--- config.mk ---
export PLATFORM = sky130hd
export DESIGN_NAME = instruction_decode_flat
export DESIGN_NICKNAME = d
export VERILOG_FILES = /design/src/rtl/instruction_decode_pkg.sv /design/src/rtl/instruction_decode_if.sv /design/src/rtl/instruction_decode_register_file.sv /design/src/rtl/instruction_decode.sv /design/src/flat_wrapper.sv
export SDC_FILE = /design/constraint.sdc
export NUM_CORES = 1
export LEC_CHECK = 0
export BUFFER_PORTS_ARGS = -buffer_cell sky130_fd_sc_hd__buf_4
export CAP_MARGIN = 20
export CORE_MARGIN = 2
export CORE_UTILIZATION = 55
export DETAILED_ROUTE_END_ITERATION = 8
export PLACE_DENSITY_LB_ADDON = 0.05
export SLEW_MARGIN = 30
export SYNTH_ARGS = -nofsm -noshare
export SYNTH_HDL_FRONTEND = slang
export SYNTH_SLANG_ARGS = --single-unit
--- constraint.sdc ---
create_clock -name sys_clk_i -period 5.23 [get_ports sys_clk_i]
set_clock_uncertainty 0.1 [all_clocks]
set_input_delay 1.046 -clock sys_clk_i [delete_from_list [all_inputs] [get_ports sys_clk_i]]
set_output_delay 1.046 -clock sys_clk_i [all_outputs]
set_load 0.1 [all_outputs]
--- src/rtl/instruction_decode_pkg.sv ---
// Shared decode-stage constants: canonical NOP, RV32I opcodes, ALU codes shared with execute,
// and the ID/EX payload structures.
package instruction_decode_pkg;

    localparam logic [31:0] INST_NOP   = 32'h0000_0013;

    localparam logic [6:0]  OPC_OP     = 7'b0110011;
    localparam logic [6:0]  OPC_OP_IMM = 7'b0010011;
    localparam logic [6:0]  OPC_LOAD   = 7'b0000011;
    localparam logic [6:0]  OPC_STORE  = 7'b0100011;
    localparam logic [6:0]  OPC_BRANCH = 7'b1100011;
    localparam logic [6:0]  OPC_JAL    = 7'b1101111;
    localparam logic [6:0]  OPC_LUI    = 7'b0110111;

    // Low codes follow {funct7[5], funct3} so R-type decode is a straight concatenation
    localparam logic [3:0]  ALU_ADD    = 4'b0000;
    localparam logic [3:0]  ALU_SLL    = 4'b0001;
    localparam logic [3:0]  ALU_SLT    = 4'b0010;
    localparam logic [3:0]  ALU_SLTU   = 4'b0011;
    localparam logic [3:0]  ALU_XOR    = 4'b0100;
    localparam logic [3:0]  ALU_SRL    = 4'b0101;
    localparam logic [3:0]  ALU_OR     = 4'b0110;
    localparam logic [3:0]  ALU_AND    = 4'b0111;
    localparam logic [3:0]  ALU_SUB    = 4'b1000;
    localparam logic [3:0]  ALU_PASSB  = 4'b1001;
    localparam logic [3:0]  ALU_SRA    = 4'b1101;

    typedef struct packed {
        logic [3:0] alu_ctrl;
        logic       alu_src;
        logic       branch;
        logic       jump;
        logic       mem_read;
        logic       mem_write;
        logic       mem_to_reg;
        logic       reg_write;
    } ctrl_t;

    typedef struct packed {
        logic [31:0] pc;
        logic [31:0] rs1_data;
        logic [31:0] rs2_data;
        logic [31:0] imm;
        logic [4:0]  rs1_addr;
        logic [4:0]  rs2_addr;
        logic [4:0]  rd_addr;
        ctrl_t       ctrl;
    } id_ex_t;

    // Equality branches compare by subtraction, ordered branches by set-less-than
    function automatic logic [3:0] branch_alu(input logic [2:0] funct3);
        case (funct3)
            3'b100, 3'b101: branch_alu = ALU_SLT;
            3'b110, 3'b111: branch_alu = ALU_SLTU;
            default:        branch_alu = ALU_SUB;
        endcase
    endfunction

endpackage

--- src/rtl/instruction_decode_if.sv ---
// Decode-stage bus: fetch/hazard/writeback inputs and the ID/EX outputs toward execute.
// master = surrounding pipeline, slave = instruction_decode.
interface instruction_decode_if;
    logic [31:0] instruction_addr_i;
    logic [31:0] instruction_i;
    logic        PCSrc_i;
    logic        stall_en_i;
    logic        wb_reg_write_i;
    logic [4:0]  wb_rd_addr_i;
    logic [31:0] wb_rd_data_i;
    logic [4:0]  rs1_addr_o;
    logic [4:0]  rs2_addr_o;
    logic [31:0] ex_pc_o;
    logic [31:0] ex_rs1_data_o;
    logic [31:0] ex_rs2_data_o;
    logic [31:0] ex_imm_o;
    logic [4:0]  ex_rs1_addr_o;
    logic [4:0]  ex_rs2_addr_o;
    logic [4:0]  ex_rd_addr_o;
    logic [3:0]  ex_alu_ctrl_o;
    logic        ex_alu_src_o;
    logic        ex_branch_o;
    logic        ex_jump_o;
    logic        ex_mem_read_o;
    logic        ex_mem_write_o;
    logic        ex_mem_to_reg_o;
    logic        ex_reg_write_o;

    modport master (
        output instruction_addr_i, instruction_i, PCSrc_i, stall_en_i,
               wb_reg_write_i, wb_rd_addr_i, wb_rd_data_i,
        input  rs1_addr_o, rs2_addr_o, ex_pc_o, ex_rs1_data_o, ex_rs2_data_o, ex_imm_o,
               ex_rs1_addr_o, ex_rs2_addr_o, ex_rd_addr_o, ex_alu_ctrl_o, ex_alu_src_o,
               ex_branch_o, ex_jump_o, ex_mem_read_o, ex_mem_write_o, ex_mem_to_reg_o,
               ex_reg_write_o
    );

    modport slave (
        input  instruction_addr_i, instruction_i, PCSrc_i, stall_en_i,
               wb_reg_write_i, wb_rd_addr_i, wb_rd_data_i,
        output rs1_addr_o, rs2_addr_o, ex_pc_o, ex_rs1_data_o, ex_rs2_data_o, ex_imm_o,
               ex_rs1_addr_o, ex_rs2_addr_o, ex_rd_addr_o, ex_alu_ctrl_o, ex_alu_src_o,
               ex_branch_o, ex_jump_o, ex_mem_read_o, ex_mem_write_o, ex_mem_to_reg_o,
               ex_reg_write_o
    );
endinterface

--- src/rtl/instruction_decode_register_file.sv ---
// 32x32 register file: two async read ports, one sync write port, x0 hardwired to zero.
// WB_BYPASS_EN: a same-cycle writeback to a read address is forwarded to that read port.
module register_file (
    input  logic        i_clk,
    input  logic [4:0]  i_rs1_addr,
    input  logic [4:0]  i_rs2_addr,
    output logic [31:0] o_rs1_data,
    output logic [31:0] o_rs2_data,
    input  logic        i_we,
    input  logic [4:0]  i_wr_addr,
    input  logic [31:0] i_wr_data
);
    logic [31:0] r_regs [0:31];
    logic        w_wr_act;
    logic        w_hit1;
    logic        w_hit2;

    assign w_wr_act = i_we && (i_wr_addr != 5'd0);

    always_ff @(posedge i_clk) begin
        if (w_wr_act) begin
            r_regs[i_wr_addr] <= i_wr_data;
        end
    end

`ifdef WB_BYPASS_EN
    assign w_hit1 = w_wr_act && (i_wr_addr == i_rs1_addr);
    assign w_hit2 = w_wr_act && (i_wr_addr == i_rs2_addr);
`else
    assign w_hit1 = 1'b0;
    assign w_hit2 = 1'b0;
`endif

    assign o_rs1_data = (i_rs1_addr == 5'd0) ? 32'd0 : (w_hit1 ? i_wr_data : r_regs[i_rs1_addr]);
    assign o_rs2_data = (i_rs2_addr == 5'd0) ? 32'd0 : (w_hit2 ? i_wr_data : r_regs[i_rs2_addr]);

endmodule

--- src/rtl/instruction_decode.sv ---
// RV32I decode stage: IF/ID register, inline decode + immediate gen, register file read, ID/EX register.
// Latency: fetch to EX outputs is 2 edges; rs1/rs2 addresses are combinational from IF/ID.
// Backpressure: stall holds IF/ID and issues a bubble; flush (priority) loads NOP and a bubble. Optional WB_BYPASS_EN.
module instruction_decode
    import instruction_decode_pkg::*;
(
    input  logic                 sys_clk_i,
    input  logic                 rst_n_i,
    instruction_decode_if.slave  id_bus
);
    logic [31:0] r_id_pc;
    logic [31:0] r_id_inst;
    id_ex_t      r_ex;

    logic [6:0]  w_opcode;
    logic [2:0]  w_funct3;
    logic        w_funct7_5;
    logic [4:0]  w_rs1;
    logic [4:0]  w_rs2;
    logic [4:0]  w_rd;
    logic [31:0] w_imm_i, w_imm_s, w_imm_b, w_imm_j, w_imm_u;
    logic [31:0] w_rs1_data;
    logic [31:0] w_rs2_data;
    ctrl_t       w_ctrl;
    logic [31:0] w_imm;
    logic        w_legal;
    id_ex_t      w_ex;

    always_ff @(posedge sys_clk_i) begin
        if (!rst_n_i || id_bus.PCSrc_i) begin
            r_id_pc   <= 32'd0;
            r_id_inst <= INST_NOP;
        end else if (!id_bus.stall_en_i) begin
            r_id_pc   <= id_bus.instruction_addr_i;
            r_id_inst <= id_bus.instruction_i;
        end
    end

    assign w_opcode   = r_id_inst[6:0];
    assign w_funct3   = r_id_inst[14:12];
    assign w_funct7_5 = r_id_inst[30];
    assign w_rs1      = r_id_inst[19:15];
    assign w_rs2      = r_id_inst[24:20];
    assign w_rd       = r_id_inst[11:7];

    assign w_imm_i = {{20{r_id_inst[31]}}, r_id_inst[31:20]};
    assign w_imm_s = {{20{r_id_inst[31]}}, r_id_inst[31:25], r_id_inst[11:7]};
    assign w_imm_b = {{19{r_id_inst[31]}}, r_id_inst[31], r_id_inst[7], r_id_inst[30:25], r_id_inst[11:8], 1'b0};
    assign w_imm_j = {{11{r_id_inst[31]}}, r_id_inst[31], r_id_inst[19:12], r_id_inst[20], r_id_inst[30:21], 1'b0};
    assign w_imm_u = {r_id_inst[31:12], 12'd0};

    assign id_bus.rs1_addr_o = w_rs1;
    assign id_bus.rs2_addr_o = w_rs2;

    register_file u_register_file (
        .i_clk      (sys_clk_i),
        .i_rs1_addr (w_rs1),
        .i_rs2_addr (w_rs2),
        .o_rs1_data (w_rs1_data),
        .o_rs2_data (w_rs2_data),
        .i_we       (id_bus.wb_reg_write_i),
        .i_wr_addr  (id_bus.wb_rd_addr_i),
        .i_wr_data  (id_bus.wb_rd_data_i)
    );

    always_comb begin
        w_ctrl  = '0;
        w_imm   = 32'd0;
        w_legal = 1'b1;
        case (w_opcode)
            OPC_OP: begin
                w_ctrl.alu_ctrl  = {w_funct7_5, w_funct3};
                w_ctrl.reg_write = 1'b1;
            end
            OPC_OP_IMM: begin
                w_imm            = w_imm_i;
                w_ctrl.alu_ctrl  = {(w_funct3 == 3'b101) && w_funct7_5, w_funct3};
                w_ctrl.alu_src   = 1'b1;
                w_ctrl.reg_write = 1'b1;
            end
            OPC_LOAD: begin
                w_imm             = w_imm_i;
                w_ctrl.alu_ctrl   = ALU_ADD;
                w_ctrl.alu_src    = 1'b1;
                w_ctrl.mem_read   = 1'b1;
                w_ctrl.mem_to_reg = 1'b1;
                w_ctrl.reg_write  = 1'b1;
            end
            OPC_STORE: begin
                w_imm            = w_imm_s;
                w_ctrl.alu_ctrl  = ALU_ADD;
                w_ctrl.alu_src   = 1'b1;
                w_ctrl.mem_write = 1'b1;
            end
            OPC_BRANCH: begin
                w_imm           = w_imm_b;
                w_ctrl.alu_ctrl = branch_alu(w_funct3);
                w_ctrl.branch   = 1'b1;
            end
            OPC_JAL: begin
                w_imm            = w_imm_j;
                w_ctrl.alu_ctrl  = ALU_ADD;
                w_ctrl.jump      = 1'b1;
                w_ctrl.reg_write = 1'b1;
            end
            OPC_LUI: begin
                w_imm            = w_imm_u;
                w_ctrl.alu_ctrl  = ALU_PASSB;
                w_ctrl.alu_src   = 1'b1;
                w_ctrl.reg_write = 1'b1;
            end
            default: w_legal = 1'b0;
        endcase
        // The canonical NOP (flush/reset filler) travels as an all-zero bubble
        if (r_id_inst == INST_NOP) begin
            w_legal = 1'b0;
        end
    end

    always_comb begin
        w_ex = '0;
        if (w_legal) begin
            w_ex.pc       = r_id_pc;
            w_ex.rs1_data = w_rs1_data;
            w_ex.rs2_data = w_rs2_data;
            w_ex.imm      = w_imm;
            w_ex.rs1_addr = w_rs1;
            w_ex.rs2_addr = w_rs2;
            w_ex.rd_addr  = w_rd;
            w_ex.ctrl     = w_ctrl;
        end
    end

    always_ff @(posedge sys_clk_i) begin
        if (!rst_n_i || id_bus.PCSrc_i || id_bus.stall_en_i) begin
            r_ex <= '0;
        end else begin
            r_ex <= w_ex;
        end
    end

    assign id_bus.ex_pc_o         = r_ex.pc;
    assign id_bus.ex_rs1_data_o   = r_ex.rs1_data;
    assign id_bus.ex_rs2_data_o   = r_ex.rs2_data;
    assign id_bus.ex_imm_o        = r_ex.imm;
    assign id_bus.ex_rs1_addr_o   = r_ex.rs1_addr;
    assign id_bus.ex_rs2_addr_o   = r_ex.rs2_addr;
    assign id_bus.ex_rd_addr_o    = r_ex.rd_addr;
    assign id_bus.ex_alu_ctrl_o   = r_ex.ctrl.alu_ctrl;
    assign id_bus.ex_alu_src_o    = r_ex.ctrl.alu_src;
    assign id_bus.ex_branch_o     = r_ex.ctrl.branch;
    assign id_bus.ex_jump_o       = r_ex.ctrl.jump;
    assign id_bus.ex_mem_read_o   = r_ex.ctrl.mem_read;
    assign id_bus.ex_mem_write_o  = r_ex.ctrl.mem_write;
    assign id_bus.ex_mem_to_reg_o = r_ex.ctrl.mem_to_reg;
    assign id_bus.ex_reg_write_o  = r_ex.ctrl.reg_write;

endmodule

--- src/flat_wrapper.sv ---
// flat-port wrapper written by rule: the top's interface ports become plain ports
module instruction_decode_flat import instruction_decode_pkg::*;
  (sys_clk_i, rst_n_i, id_bus_instruction_addr_i, id_bus_instruction_i, id_bus_PCSrc_i, id_bus_stall_en_i, id_bus_wb_reg_write_i, id_bus_wb_rd_addr_i, id_bus_wb_rd_data_i, id_bus_rs1_addr_o, id_bus_rs2_addr_o, id_bus_ex_pc_o, id_bus_ex_rs1_data_o, id_bus_ex_rs2_data_o, id_bus_ex_imm_o, id_bus_ex_rs1_addr_o, id_bus_ex_rs2_addr_o, id_bus_ex_rd_addr_o, id_bus_ex_alu_ctrl_o, id_bus_ex_alu_src_o, id_bus_ex_branch_o, id_bus_ex_jump_o, id_bus_ex_mem_read_o, id_bus_ex_mem_write_o, id_bus_ex_mem_to_reg_o, id_bus_ex_reg_write_o);
  instruction_decode_if id_bus_i ();
  input  logic sys_clk_i;
  input  logic rst_n_i;
  input wire logic [$bits(id_bus_i.instruction_addr_i)-1:0] id_bus_instruction_addr_i;
  input wire logic [$bits(id_bus_i.instruction_i)-1:0] id_bus_instruction_i;
  input wire logic [$bits(id_bus_i.PCSrc_i)-1:0] id_bus_PCSrc_i;
  input wire logic [$bits(id_bus_i.stall_en_i)-1:0] id_bus_stall_en_i;
  input wire logic [$bits(id_bus_i.wb_reg_write_i)-1:0] id_bus_wb_reg_write_i;
  input wire logic [$bits(id_bus_i.wb_rd_addr_i)-1:0] id_bus_wb_rd_addr_i;
  input wire logic [$bits(id_bus_i.wb_rd_data_i)-1:0] id_bus_wb_rd_data_i;
  output wire logic [$bits(id_bus_i.rs1_addr_o)-1:0] id_bus_rs1_addr_o;
  output wire logic [$bits(id_bus_i.rs2_addr_o)-1:0] id_bus_rs2_addr_o;
  output wire logic [$bits(id_bus_i.ex_pc_o)-1:0] id_bus_ex_pc_o;
  output wire logic [$bits(id_bus_i.ex_rs1_data_o)-1:0] id_bus_ex_rs1_data_o;
  output wire logic [$bits(id_bus_i.ex_rs2_data_o)-1:0] id_bus_ex_rs2_data_o;
  output wire logic [$bits(id_bus_i.ex_imm_o)-1:0] id_bus_ex_imm_o;
  output wire logic [$bits(id_bus_i.ex_rs1_addr_o)-1:0] id_bus_ex_rs1_addr_o;
  output wire logic [$bits(id_bus_i.ex_rs2_addr_o)-1:0] id_bus_ex_rs2_addr_o;
  output wire logic [$bits(id_bus_i.ex_rd_addr_o)-1:0] id_bus_ex_rd_addr_o;
  output wire logic [$bits(id_bus_i.ex_alu_ctrl_o)-1:0] id_bus_ex_alu_ctrl_o;
  output wire logic [$bits(id_bus_i.ex_alu_src_o)-1:0] id_bus_ex_alu_src_o;
  output wire logic [$bits(id_bus_i.ex_branch_o)-1:0] id_bus_ex_branch_o;
  output wire logic [$bits(id_bus_i.ex_jump_o)-1:0] id_bus_ex_jump_o;
  output wire logic [$bits(id_bus_i.ex_mem_read_o)-1:0] id_bus_ex_mem_read_o;
  output wire logic [$bits(id_bus_i.ex_mem_write_o)-1:0] id_bus_ex_mem_write_o;
  output wire logic [$bits(id_bus_i.ex_mem_to_reg_o)-1:0] id_bus_ex_mem_to_reg_o;
  output wire logic [$bits(id_bus_i.ex_reg_write_o)-1:0] id_bus_ex_reg_write_o;
  assign id_bus_i.instruction_addr_i = id_bus_instruction_addr_i;
  assign id_bus_i.instruction_i = id_bus_instruction_i;
  assign id_bus_i.PCSrc_i = id_bus_PCSrc_i;
  assign id_bus_i.stall_en_i = id_bus_stall_en_i;
  assign id_bus_i.wb_reg_write_i = id_bus_wb_reg_write_i;
  assign id_bus_i.wb_rd_addr_i = id_bus_wb_rd_addr_i;
  assign id_bus_i.wb_rd_data_i = id_bus_wb_rd_data_i;
  assign id_bus_rs1_addr_o = id_bus_i.rs1_addr_o;
  assign id_bus_rs2_addr_o = id_bus_i.rs2_addr_o;
  assign id_bus_ex_pc_o = id_bus_i.ex_pc_o;
  assign id_bus_ex_rs1_data_o = id_bus_i.ex_rs1_data_o;
  assign id_bus_ex_rs2_data_o = id_bus_i.ex_rs2_data_o;
  assign id_bus_ex_imm_o = id_bus_i.ex_imm_o;
  assign id_bus_ex_rs1_addr_o = id_bus_i.ex_rs1_addr_o;
  assign id_bus_ex_rs2_addr_o = id_bus_i.ex_rs2_addr_o;
  assign id_bus_ex_rd_addr_o = id_bus_i.ex_rd_addr_o;
  assign id_bus_ex_alu_ctrl_o = id_bus_i.ex_alu_ctrl_o;
  assign id_bus_ex_alu_src_o = id_bus_i.ex_alu_src_o;
  assign id_bus_ex_branch_o = id_bus_i.ex_branch_o;
  assign id_bus_ex_jump_o = id_bus_i.ex_jump_o;
  assign id_bus_ex_mem_read_o = id_bus_i.ex_mem_read_o;
  assign id_bus_ex_mem_write_o = id_bus_i.ex_mem_write_o;
  assign id_bus_ex_mem_to_reg_o = id_bus_i.ex_mem_to_reg_o;
  assign id_bus_ex_reg_write_o = id_bus_i.ex_reg_write_o;
  instruction_decode u_core (.sys_clk_i(sys_clk_i), .rst_n_i(rst_n_i), .id_bus(id_bus_i));
endmodule
==> results summary, run 1 <==
The number of antenna violations at the first check in global routing is 5. The portion of total power attributed to the clock network came out at 0.433. The family with the most delay on the worst path is buffers and inverters. After synthesis, the share of flip-flops with an asynchronous set or reset is 0. The die outline width is 315.5 microns. In this run the worst setup path begins at u_core.r_id_inst[16]$_SDFFE_PP0N_.

The number of buffers added for setup after CTS is 0. The half-perimeter wire length after detailed placement is 92530 microns. The number of instances in the synthesized netlist came out at 2983. The via density per instance came out at 6.841.

The maximum clock frequency came out at 243.7 MHz. The hold buffer count at CTS is 0. The I/O pin count is 270. The critical path depth is 2. STA classifies the critical path startpoint as a register.

The launch instance of the worst register-to-register path is u_core.r_id_inst[16]$_SDFFE_PP0N_. The share of layout cells above drive strength 1 is 0.3116. The synthesis warning total came out at 0. The part of the cycle the worst path needs is 0.7846.

The final-report max-slew violation count came to 0. Subtracting the final worst setup slack from the clock period gives 4104 ps. The number of cells on the worst hold path came out at 1. The number of global-route vias before repair is 32224. The cell leakage power came out at 19.65 nW. The number of setup violations in the final report came out at 0. The share of power burned in combinational logic came out at 0.060. The register clock-pin slew on the reported worst setup and hold paths came out at 60 ps. The launch instance of the worst min-delay path is u_core.r_id_pc[2]$_SDFFE_PP0N_. The initial core utilization is 0.5533. The number of max-capacitance violations reported is 0. The tree built by TritonCTS fans out to 1241 sinks. The routed length per placed instance came out at 33.55 microns. The number of cells on the worst reg-to-reg path came out at 6. The total count of hold-check failures in the final report is 0. The vias after detailed routing is 31723. For the worst setup path, the data arrival time is 2960 ps. The insertion delay of the later-clocked pin in the worst-skew pair is 730 ps. Setup repair after global routing left no endpoint under its margin. The reported net switching power is 4.662 mW. The cell internal power dissipation is 16.90 mW. The maximum cell stage delay along the critical path is 850 ps.

The worst voltage drop across the vdd grid came out at 0.2891 mV. The number of buffers added by the clock tree synthesis step is 133. After detailed routing, the total wire length is 155600 microns. The area used by multi-input combinational logic came out at 17600 sq um. The largest buffer count on any clock path came out at 3. Routability-driven placement finished with a final weighted congestion of 0.8681. TritonCTS built the clock tree. The data required time of the worst path is 4080 ps.

STA classifies the critical path endpoint as an output port. Counting flops and latches in the post-synthesis netlist gives 1241. Of the synthesized area, sequential elements account for 0.6578. The total standard cell area after synthesis came out at 53350 sq um. The setup check on the worst reg-to-reg path leaves a slack of 1870 ps. The net switching fraction of the power is 0.2162. The critical path goes through buf_4, buf_4. The largest individual stage delay along the critical path comes from the cell dfxtp_4. The post-cts gate resize count is 0.

At the pin with the least slew margin, the transition time is 1049 ps. The number of buffers and inverters on the critical path is 2. For this run the aggregate overflow at the end of global routing stands at 0. The areal power density over the cells is 349.6 nW/um^2. The residual antenna-violating net count after detailed routing is 0. The post-layout total power came out at 21.57 mW. The critical path in this run is classified as register to output port. The layout overhead on the synthesized area is 15.64%. The run finished with clean final reports. The first global-routing pass estimated 222400 microns of wire.

The number of fill cells is 6842. The count of unresolved DRC violations after routing came out at 0. The number of iterations in the first detailed-routing pass is 7. The maximum fanout count along the critical path came out at 46. Registers take 35120 sq um.

The most common flop cell mapped by yosys is edfxtp_1. The global-route total usage across every layer is 0.3131. The H-tree generated during clock tree synthesis spans 4 levels. The path class of the lowest-slack min-delay path is register to register.

The cell at the root of the clock tree is clkbuf_16. The count of buffers from port buffering is 269. The number of placement rows is 114. The die footprint is 99510 sq um. The y dimension of the die came out at 315.5 microns. The net count reported at finish is 3366. The average cell area after synthesis came out at 17.89 sq um.

The summed negative setup slack over all endpoints came out at 0 ps. The pin count of the biggest net entering global routing is 113. The initial detailed-routing violation count is 3947. The count of distinct cell types in the synthesized netlist is 54. The number of enable flip-flop cells after synthesis came out at 1024. In this run the tightest slew margin relative to its limit is 0.3010. The cell occurring most often along the worst timing path is buf_4. Of the total power, registers draw 0.507.

The area of the core region came out at 96420 sq um.
final cells by class:
type                       instances  area share
multi-input combinational       1521      0.2853
tap                             1276     0.02588
clock buffer                     180     0.06108
clock inverter                    55    0.009025
sequential                      1241      0.5693
antenna                            1  0.00004056
timing repair buffer             361     0.04928
inverter                           2   0.0001217
metal layers:
metal / track usage / share of wire
met1: 0.4219 / 0.38
met2: 0.5116 / 0.49
met3: 0.06303 / 0.089
met4: 0.1142 / 0.034
met5: 0 / 0.00016
worst paths after layout:
kind | end
min | u_core.id_bus.ex_pc_o[2]$_SDFF_PP0_
max reg2reg | u_core.id_bus.ex_rs1_data_o[26]$_SDFF_PP0_
max | id_bus_rs1_addr_o[1]
min reg2reg | u_core.id_bus.ex_pc_o[2]$_SDFF_PP0_
placed cells by master (no fill, tap or decap), types with 5 or more instances in the layout:
cell / count
a2111oi_0: 32
a211o_1: 36
a21oi_1: 58
a221oi_1: 35
a22oi_1: 13
a31oi_1: 32
and2_1: 46
and2_4: 8
buf_12: 13
buf_16: 8
buf_4: 339
bufinv_16: 11
clkbuf_1: 29
clkbuf_16: 141
clkbuf_8: 9
clkinv_1: 18
clkinv_2: 18
clkinvlp_4: 5
conb_1: 32
dfxtp_1: 209
dfxtp_4: 8
edfxtp_1: 1024
mux2_2: 32
mux2i_1: 314
mux4_2: 401
nand2_1: 63
nand2b_1: 5
nand3_1: 10
nor2_1: 79
nor2_4: 33
nor2b_1: 44
nor3_1: 34
nor4_1: 5
o21ai_0: 5
o221ai_1: 61
o22a_1: 30
o22ai_1: 65
power groups by stage:
stage / Sequential (mW) / Clock (mW) / Combinational (mW)
after floorplan: 11.2 / 0 / 0.720
after global placement: 11.1 / 0 / 1.25
after detailed placement: 11.1 / 0 / 1.28
after CTS: 10.9 / 9.45 / 1.28
final: 10.9 / 9.34 / 1.29
after global routing: 10.9 / 9.85 / 1.35
Yosys cell counts (all sizes together), types with 4 or more instances:
cell / n / area share
a2111oi: 32 / 0.0053
a211o: 36 / 0.0059
a21oi: 58 / 0.0054
a221oi: 35 / 0.0057
a22o: 4 / 0.00066
a22oi: 13 / 0.0018
a31oi: 32 / 0.0038
and2: 55 / 0.0068
and3: 4 / 0.00056
buf: 101 / 0.0095
clkbuf: 149 / 0.011
dfxtp: 217 / 0.081
edfxtp: 1024 / 0.58
mux2: 32 / 0.0068
mux2i: 314 / 0.059
mux4: 401 / 0.17
nand2: 63 / 0.0044
nand2b: 6 / 0.00070
nand3: 14 / 0.0013
nor2: 112 / 0.0079
nor2b: 46 / 0.0054
nor3: 34 / 0.0032
nor4: 5 / 0.00059
o21ai: 6 / 0.00056
o221ai: 61 / 0.010
o22a: 30 / 0.0049
o22ai: 65 / 0.0076
or2: 5 / 0.00059
sequential cells by signal (all words and copies together) (netlist names):
name and count:
u_core.r_id_inst 32, u_core.r_id_pc 32, u_core.u_register_file.r_regs 1024, u_core.id_bus.ex_mem_write_o 1, u_core.id_bus.ex_reg_write_o 1, u_core.id_bus.ex_rd_addr_o 5, u_core.id_bus.ex_imm_o 32, u_core.id_bus.ex_rs1_addr_o 5
u_core.id_bus.ex_rs2_addr_o 5, u_core.id_bus.ex_rs1_data_o 32, u_core.id_bus.ex_alu_ctrl_o 4, u_core.id_bus.ex_jump_o 1, u_core.id_bus.ex_alu_src_o 1, u_core.id_bus.ex_mem_read_o 1, u_core.id_bus.ex_branch_o 1, u_core.id_bus.ex_pc_o 32
u_core.id_bus.ex_rs2_data_o 32
through the flow:
stage | hold WS (ps) | setup WS [ps] | util | instance area (sq um) | std cells
2_1_floorplan | 329.5 | 1843 | - | 53470 | 3014
3_3_place_gp | 338.1 | 1617 | 0.5924 | 57120 | 4392
3_5_place_dp | 346.0 | 1680 | 0.5946 | 57340 | 4400
4_1_cts | 341.1 | 1061 | 0.6395 | 61660 | 4635
5_1_grt | 377.9 | 1021 | 0.6398 | 61690 | 4636
6_report | 349.0 | 1126 | 0.6398 | 61700 | 4637
logic make-up (layout without fill, tap and decap cells):
group,Yosys count,count (layout),synth area share
multiplexers,747,747,0.2349
flip-flops,1241,1241,0.6578
buffers and inverters,252,598,0.02019
AND/OR/NAND/NOR,363,363,0.03422
other,1,33,0.00007029
AO/OA/AOI/OAI,379,379,0.05279
Note: power is estimated with default switching activity, not from simulation.
==> inputs of run 2 (changes only) <==
- clock period: 5.23 -> 3.6 ns (I/O delays scaled with it)
==> results summary, run 2 (synthesis results as in run 1) <==
The startpoint identified for the worst register-to-register timing path is u_core.r_id_inst[6]$_SDFFE_PP0N_. The routed length per placed instance came out at 34.26 microns (+2.1%). The pin count of the biggest net entering global routing is 69 (-39%). The y dimension of the die is 315.5 microns (unchanged). The element type at the critical path end is a register.

The areal power density over the cells came out at 502.3 nW/um^2 (+44%). The number of cells on the worst reg-to-reg path was 7 (+1). The total clock sinks came out at 1241 (unchanged). The insertion delay of the later-clocked pin in the worst-skew pair came to 750 ps (+20 ps). The path with the worst hold slack has its endpoint at u_core.r_id_inst[27]$_SDFFE_PP0N_. The worst voltage drop across the vdd grid was 0.4213 mV (+46%). The critical path in this run is classified as register to register.

The initial core utilization is 0.5533 (unchanged). The area growth from synthesis to layout is 17.30%. The share of layout cells above drive strength 1 was 0.3294 (+0.01776). The cell count after placement is 4478 (+1.8%). The most common cell after layout, fill and taps aside is edfxtp_1. The data required time of the worst path came out at 4190 ps (+110 ps). The post-route non-filler standard cell count is 4720 (+1.8%). The I/O pin count came out at 270 (unchanged). Clock tree synthesis selected as its root buffer the cell clkbuf_16. The half-perimeter wire length after detailed placement is 96140 microns (+3.9%). The cell leakage power is 20.16 nW (+2.6%). The register name with the most flops is u_core.u_register_file.r_regs. The summed negative setup slack over all endpoints is 0 ps (unchanged).

The number of iterations in the first detailed-routing pass came out at 5 (-2). The number of fill cells is 6680 (-2.4%). The net count reported at finish is 3444 (+2.3%).

The path class of the lowest-slack min-delay path is primary input to register. The largest buffer count on any clock path came out at 3 (unchanged). The total count of hold-check failures in the final report was 0 (unchanged).

The first-pass GRT wire length is 229800 microns (+3.3%). The worst hold path begins at id_bus_instruction_i[27]. The flow ran to the end, and the final reports show no timing, DRC or antenna violations. The initial detailed-routing violation count came out at 4309 (+9.2%). The normalized max-slew margin came out at 0.4019 (+0.1009). The final-report max-slew violation count is 0 (unchanged). The register clock-pin slew on the reported worst setup and hold paths was 60 ps (about the same). The number of antenna violations at the first check in global routing came out at 2 (-3). The hold buffer count at CTS came out at 0 (unchanged).

The vias after detailed routing came to 32518 (+2.5%). STA classifies the critical path startpoint as a register. The endpoint arrival time on the critical path is 3770 ps (+810 ps). The number of cells on the worst hold path is 3 (+2). The number of buffers added for setup after CTS is 0 (unchanged). Setup repair after global routing left no endpoint under its margin. The number of setup violations in the final report is 0 (unchanged). The post-layout total power is 31.44 mW (+46%). The total wirelength of the detailed-routed design is 161700 microns (+4.0%). The time the final worst path needs with I/O delays and setup came out at 3178 ps. The summed area of non-filler cells in the final layout came out at 62580 sq um (+1.4%). The post-cts gate resize count came out at 0 (unchanged).

The die outline width came out at 315.5 microns (unchanged). The global-route total usage across every layer came to 0.3257 (+0.01259). The via density per instance was 6.889 (+0.70%).

The number of placement rows came out at 114 (unchanged). The part of the cycle the worst path needs came out at 0.8827. The number of buffers added by the clock tree synthesis step is 134 (+0.75%). The maximum fanout count along the critical path was 13 (-72%). TritonCTS built the clock tree. The die footprint is 99510 sq um (unchanged). The overall overflow remaining after global route is 0 (unchanged). The count of buffers from port buffering came out at 269 (unchanged). The number of max-capacitance violations reported came to 0 (unchanged). The count of unresolved DRC violations after routing was 0 (unchanged). The slack of the worst reg-to-reg path came out at 420 ps (-1450 ps). The cell area reported after detailed placement was 58220 sq um (+1.5%).

The number of global-route vias before repair came out at 32759 (+1.7%). The number of levels the H-tree was split into came out at 4 (unchanged). The area of the core region is 96420 sq um (unchanged). The maximum clock frequency is 314.7 MHz. Leaving out fill and tap cells, the most frequent cells in the layout are 1024 x edfxtp_1, 401 x mux4_2, 388 x buf_4. The final estimated routing congestion in global placement came out at 0.8557 (-1.4%).

The endpoint of the worst-slack reg-to-reg timing path is u_core.id_bus.ex_rs1_data_o[10]$_SDFF_PP0_. The number of flip-flops in the largest register was 1024 (unchanged). The residual antenna-violating net count after detailed routing was 0 (unchanged).

The slew of the pin with the lowest slew margin came out at 874.6 ps (-174.0 ps).
-- run 2: layer usage --
metal | routed length, microns | global-route usage
met1 | 62100 | 0.4513
met2 | 78830 | 0.5222
met3 | 14840 | 0.05923
met4 | 5900 | 0.1216
met5 | 28 | 0
-- run 2: worst max path at each step --
stage	from	endpoint	slack (ps)	depth (start not counted)
2_1_floorplan	id_bus_wb_rd_addr_i[1]	u_core.u_register_file.r_regs[24][0]$_DFFE_PP_	540	3
3_3_place_gp	id_bus_PCSrc_i	u_core.id_bus.ex_rs1_data_o[10]$_SDFF_PP0_	320	8
3_5_place_dp	id_bus_PCSrc_i	u_core.id_bus.ex_rs1_data_o[10]$_SDFF_PP0_	310	8
4_1_cts	u_core.r_id_inst[18]$_SDFFE_PP0N_	id_bus_rs1_addr_o[3]	440	2
5_1_grt	u_core.r_id_inst[6]$_SDFFE_PP0N_	u_core.id_bus.ex_rs1_data_o[10]$_SDFF_PP0_	320	7
6_report	u_core.r_id_inst[6]$_SDFFE_PP0N_	u_core.id_bus.ex_rs1_data_o[10]$_SDFF_PP0_	420	7
-- run 2: report_power, final --
group / switching [mW] / leakage (nW) / internal, mW
sequential: 0.135 / 11.0 / 15.7
clock: 5.53 / 2.16 / 8.10
combinational: 1.18 / 6.99 / 0.756
total: 6.85 / 20.2 / 24.6
-- run 2: layout make-up --
| class | instances | area (sq um) | area share |
|---|---|---|---|
| Sequential cell | 1241 | 35120 | 0.5612 |
| Multi-Input combinational cell | 1521 | 17590 | 0.2811 |
| Timing Repair Buffer | 438 | 3905 | 0.06240 |
| Clock buffer | 191 | 3904 | 0.06238 |
| Tap cell | 1276 | 1597 | 0.02551 |
| Clock inverter | 50 | 452.9 | 0.007237 |
| Inverter | 2 | 7.507 | 0.0001200 |
| Antenna cell | 1 | 2.502 | 0.00003999 |
-- run 2: through the flow --
step | hold slack, ps | util | setup WS, ps
after detailed placement | 343.2 | 0.6038 | 309.2
after floorplan | 329.5 | - | 539.2
after global routing | 93.07 | 0.6490 | 324.9
final | 104.0 | 0.6490 | 422.2
after CTS | 65.08 | 0.6490 | 444.1
after global placement | 338.6 | 0.6038 | 323.0
-- run 2: critical path: stages (launching register included) --
cell     delay, ps
dfxtp_1        580
nand3_1        150
or2_2          360
nand3_1        240
nand3_2        490
buf_4          380
nor3_1         580
buf_4          220
